==> src/rtl/ram_fifo_ctrl.sv <==
// First-word-fall-through FIFO controller for a 64x8 dual-port RAM.
// Port A writes, port B reads; the RAM's registered q_b is the output data.
module ram_fifo_ctrl #(
    parameter int DW = 8,
    parameter int AW = 6
) (
    input  logic          clk,
    input  logic          rst,
    input  logic [DW-1:0] in_data,
    input  logic          in_valid,
    output logic          in_ready,
    output logic [DW-1:0] out_data,
    output logic          out_valid,
    input  logic          out_ready,
    output logic [AW:0]   count,
    output logic [AW-1:0] ram_addr_a,
    output logic [DW-1:0] ram_data_a,
    output logic          ram_we_a,
    output logic [AW-1:0] ram_addr_b,
    output logic          ram_we_b,
    input  logic [DW-1:0] ram_q_b
);

    localparam logic [AW:0] FULL = {1'b1, {AW{1'b0}}};

    logic [AW:0]   wr_ptr_q,    wr_ptr_d;
    logic [AW:0]   fetch_ptr_q, fetch_ptr_d;
    logic [AW:0]   head_ptr_q,  head_ptr_d;
    logic          out_valid_q, out_valid_d;
    logic [AW-1:0] addr_b_q,    addr_b_d;

    logic [AW:0]   level;
    logic          can_push;
    logic          push;
    logic          pop;
    logic          fetch;

    // Occupancy comes from registered pointers only, so a pop frees space
    // one cycle later rather than creating a ready->valid combinational path.
    always_comb begin
        level    = wr_ptr_q - head_ptr_q;
        can_push = (level != FULL);
        push     = in_valid && can_push;
        pop      = out_valid_q && out_ready;
        fetch    = (fetch_ptr_q != wr_ptr_q) && (!out_valid_q || out_ready);
    end

    always_comb begin
        wr_ptr_d    = wr_ptr_q;
        fetch_ptr_d = fetch_ptr_q;
        head_ptr_d  = head_ptr_q;
        out_valid_d = out_valid_q;
        addr_b_d    = addr_b_q;

        if (push) begin
            wr_ptr_d = wr_ptr_q + 1'b1;
        end
        if (pop) begin
            head_ptr_d = head_ptr_q + 1'b1;
        end
        // A fetch lands in q_b on the next edge, which is exactly when the
        // displayed word is either replaced or the register was empty.
        if (fetch) begin
            fetch_ptr_d = fetch_ptr_q + 1'b1;
            addr_b_d    = fetch_ptr_q[AW-1:0];
            out_valid_d = 1'b1;
        end else if (pop) begin
            out_valid_d = 1'b0;
        end
    end

    always_ff @(posedge clk or posedge rst) begin
        if (rst) begin
            wr_ptr_q    <= '0;
            fetch_ptr_q <= '0;
            head_ptr_q  <= '0;
            out_valid_q <= 1'b0;
            addr_b_q    <= '0;
        end else begin
            wr_ptr_q    <= wr_ptr_d;
            fetch_ptr_q <= fetch_ptr_d;
            head_ptr_q  <= head_ptr_d;
            out_valid_q <= out_valid_d;
            addr_b_q    <= addr_b_d;
        end
    end

    // Holding the last fetched address keeps q_b, and so out_data, stable
    // while the consumer stalls.
    always_comb begin
        in_ready   = can_push;
        count      = level;
        out_valid  = out_valid_q;
        out_data   = ram_q_b;
        ram_we_a   = push;
        ram_addr_a = wr_ptr_q[AW-1:0];
        ram_data_a = in_data;
        ram_we_b   = 1'b0;
        ram_addr_b = fetch ? fetch_ptr_q[AW-1:0] : addr_b_q;
    end

endmodule

==> config.mk <==
export PLATFORM = sky130hd
export DESIGN_NAME = ram_fifo_ctrl
export DESIGN_NICKNAME = d
export VERILOG_FILES = /design/src/rtl/ram_fifo_ctrl.sv
export SDC_FILE = /design/constraint.sdc
export NUM_CORES = 1
export LEC_CHECK = 0
export BUFFER_PORTS_ARGS = -buffer_cell sky130_fd_sc_hd__buf_2
export CORE_MARGIN = 5
export CORE_UTILIZATION = 35
export CTS_BUF_LIST = sky130_fd_sc_hd__clkbuf_16
export DETAILED_ROUTE_END_ITERATION = 8
export HOLD_SLACK_MARGIN = 0.08
export PLACE_DENSITY_LB_ADDON = 0.05
export SLEW_MARGIN = 20
export SYNTH_ARGS = -nofsm -noshare
export SYNTH_HDL_FRONTEND = slang
export SYNTH_SLANG_ARGS = --single-unit
==> constraint.sdc <==
create_clock -name clk -period 3.3 [get_ports clk]
set_input_delay 0.165 -clock clk [delete_from_list [all_inputs] [get_ports clk]]
set_output_delay 0.165 -clock clk [all_outputs]
set_load 0.005 [all_outputs]
==> results.cfg <==
[synth]
synth-xor-area-share_pct = 15.29
netlist.area_leader.share_pct = 39.63
synthMuxAreaShare_pct = 5.096
synth_flop_cell = dfrtp_1
synth_nets = 200
yosysMostFrequentCell = dfrtp_1
yosysTopAreaCell = dfrtp_1
synth-edff-count = 0
synthTopCellsByCount = 28 x dfrtp_1, 23 x buf_4, 21 x xnor2_1
avgSynthCellArea_um2 = 10.40
synth_top_family_by_area = XOR/XNOR gates
syn_area_um2 = 1768
synth.yosys.seq_area_share_pct = 39.63
synth-compound-area-share_pct = 7.785
ys_warn_count = 0
synth_cells = 170
synthSimpleGateAreaFrac_pct = 10.97
synth_fa_ha_area_share_pct = 7.502
async_flop_share_pct = 100.0
yosys_register_bits = 28
synth_cell_type_count = 36
synth.area.top_cells = dfrtp_1 40%, xnor2_1 10%, buf_4 9.8%

[final_layout]
layout-area-overhead-vs-synth_pct = 7.360
fin_area_um2 = 1898
n_antenna_cell = 0
fillers = 528
drive_gt1_share_pct = 24.57
num-nets-final = 207
multi_input_comb_area_um2 = 839.6
register_area_um2 = 700.7
fin_cells = 242

[routing]
initialDrtViolationCount = 35
wl_per_cell_um = 14.29
drt-vias-per-instance = 4.715
ant_nets = 0
drc = 0
num_vias = 1141
routed_wl_um = 3458
first_pass_iters = 5

[timing]
fin_crit_sh_pct = 91.42
drv_slew = 0
rsz0062_at_grt = no
finalClockSkew_ps = 1.795
fmax_mhz = 331.5
slew_headroom_pct = 59.84
min_period_ps = 3017
tightest_slew_ps = 601.5
tns_ps = 0
hold_viol_final = 0
setup_viol_count_final = 0

[die]
die-area_um2 = 6572
rows = 25
die_w_um = 81.07
core_area_um2 = 4817
start_util_pct = 36.70
die_y_um = 81.07
io_pins = 59

[global_route]
grt_pass1_wl_um = 5678
first_global_vias = 1178
grt_max_degree = 29
grt-ovfl-total = 0
grt_antenna_before_repair = 0
grt_use_total_pct = 11.23

[hold_path]
hold_path_class = in2reg

[setup_path]
cp_common_cell = inv_1
cp.required_ps = 3130
start_kind = flip-flop
crit_family = simple AND/OR/NAND/NOR gates
slowest_stage = or4b_4
path_max_fanout = 7
cp_cell_sequence = inv_1 > ha_1 > inv_1 > fa_1 > a211oi_2 > nor2_2 > xnor2_1 > or4b_4 > o21ai_4 > inv_1 > buf_2
slowest_delay_ps = 590
critical_path_buf_inv_count = 4
cp.arrival_ps = 2850
setup.worst_path.end_class = output port
worstSetupPathType = reg2out

[power]
p_leak_uw = 0.0008613
power_uw = 2287
power.density_nw_per_um2 = 1205
vdd_ir_drop_max_mv = 0.4144

[cts]
h-tree-depth = 1
root_buffer = clkbuf_16
cts_sinks = 28
cts_tree = done
cts_buffers = 3
clockBufferDepth = 2
clkTransAtPathRegs_ps = 60
cts_setup_buffers = 0
clk_latency_ps = 260

[placement]
io_buffers = 25
dp_cells = 238
hpwl_um = 2652
gp_congestion = 0.8180
placed_area_um2 = 1809

[status]
status = completed

[run]
maxCapViolCount = 0
-- sequential cells by signal, summed over array words and instances, names as in the netlist --
signal,cells
wr_ptr_q,7
head_ptr_q,7
fetch_ptr_q,7
addr_b_q,6
out_valid,1
-- placed cells by master, fill, tap and decap left out, types with 2 or more instances in the layout --
| master | n |
|---|---|
| a21oi_1 | 3 |
| buf_2 | 25 |
| nor3_1 | 4 |
| o21bai_1 | 2 |
| nand4_1 | 4 |
| o21ai_1 | 2 |
| xor2_1 | 8 |
| mux2_2 | 7 |
| and3_1 | 3 |
| nand2b_1 | 4 |
| inv_1 | 14 |
| xnor2_1 | 21 |
| nand3_1 | 5 |
| o211ai_1 | 2 |
| ha_1 | 9 |
| nand2_1 | 4 |
| nor2_1 | 7 |
| clkbuf_16 | 3 |
| dfrtp_1 | 28 |
-- per-stage QoR --
| stage | utilization [%] | hold WS [ps] | setup slack, ps |
|---|---|---|---|
| after floorplan | - | 230.4 | 536.4 |
| after global placement | 37.56 | 330.0 | 391.6 |
| after detailed placement | 37.56 | 330.0 | 304.5 |
| after CTS | 39.12 | 205.4 | 156.1 |
| after global routing | 39.40 | 232.1 | 111.3 |
| final | 39.40 | 209.3 | 283.3 |
-- power by group --
group	internal, µW	switching, µW
Sequential	512	206
Combinational	623	678
Clock	161	107
Total	1300	992
-- worst reg2reg max path, stage by stage (launching register included) --
cell      delay, ps
dfrtp_1         450
inv_1           100
ha_1            150
inv_1            60
fa_1            410
a211oi_2        270
nor2_2           70
xnor2_1         130
or4b_4          590
o21ai_4         190
mux2_1          350
-- logic make-up (layout without fill, tap and decap cells) --
family / Yosys count / count (layout)
buf+inv: 40 / 45
simple gates: 36 / 36
fa+ha+maj: 10 / 10
flops: 28 / 28
xor+xnor: 30 / 30
compound gates: 17 / 17
other cells: 1 / 1
mux: 8 / 8
-- repair_timing --
action                                  4_1_cts  5_1_grt
endpoints found under the setup margin        0        1
gates resized for setup                       0        1
hold buffers                                  0        1
endpoints found under the hold margin         0       28
-- cell type report --
type	count	area share, %
multi-input combinational	102	44.23
sequential	28	36.91
timing repair buffer	27	7.515
tap	67	4.417
clock buffer	3	3.955
inverter	15	2.966
-- metal layers --
metal	vias to the layer above	wire length, µm	global-route usage (%)
met2	24	1592	18.56
met3	22	199	2.439
li1	557	-	-
met5	-	0	0
met1	538	1516	13.56
met4	0	150	6.081
-- worst paths after layout --
path / slack (ps) / start / cells after the start / to
worst max-delay path: 280 / wr_ptr_q[0] / 11 / ram_we_a
max in group asynchronous: 2380 / rst / 3 / head_ptr_q[4]
worst max register to register: 410 / wr_ptr_q[0] / 10 / wr_ptr_q[1]
min in group asynchronous: 520 / rst / 3 / fetch_ptr_q[4]
worst min register to register: 470 / addr_b_q[2] / 1 / addr_b_q[2]
worst min-delay path: 210 / in_valid / 3 / wr_ptr_q[0]
Note: power is estimated with default switching activity, not from simulation.
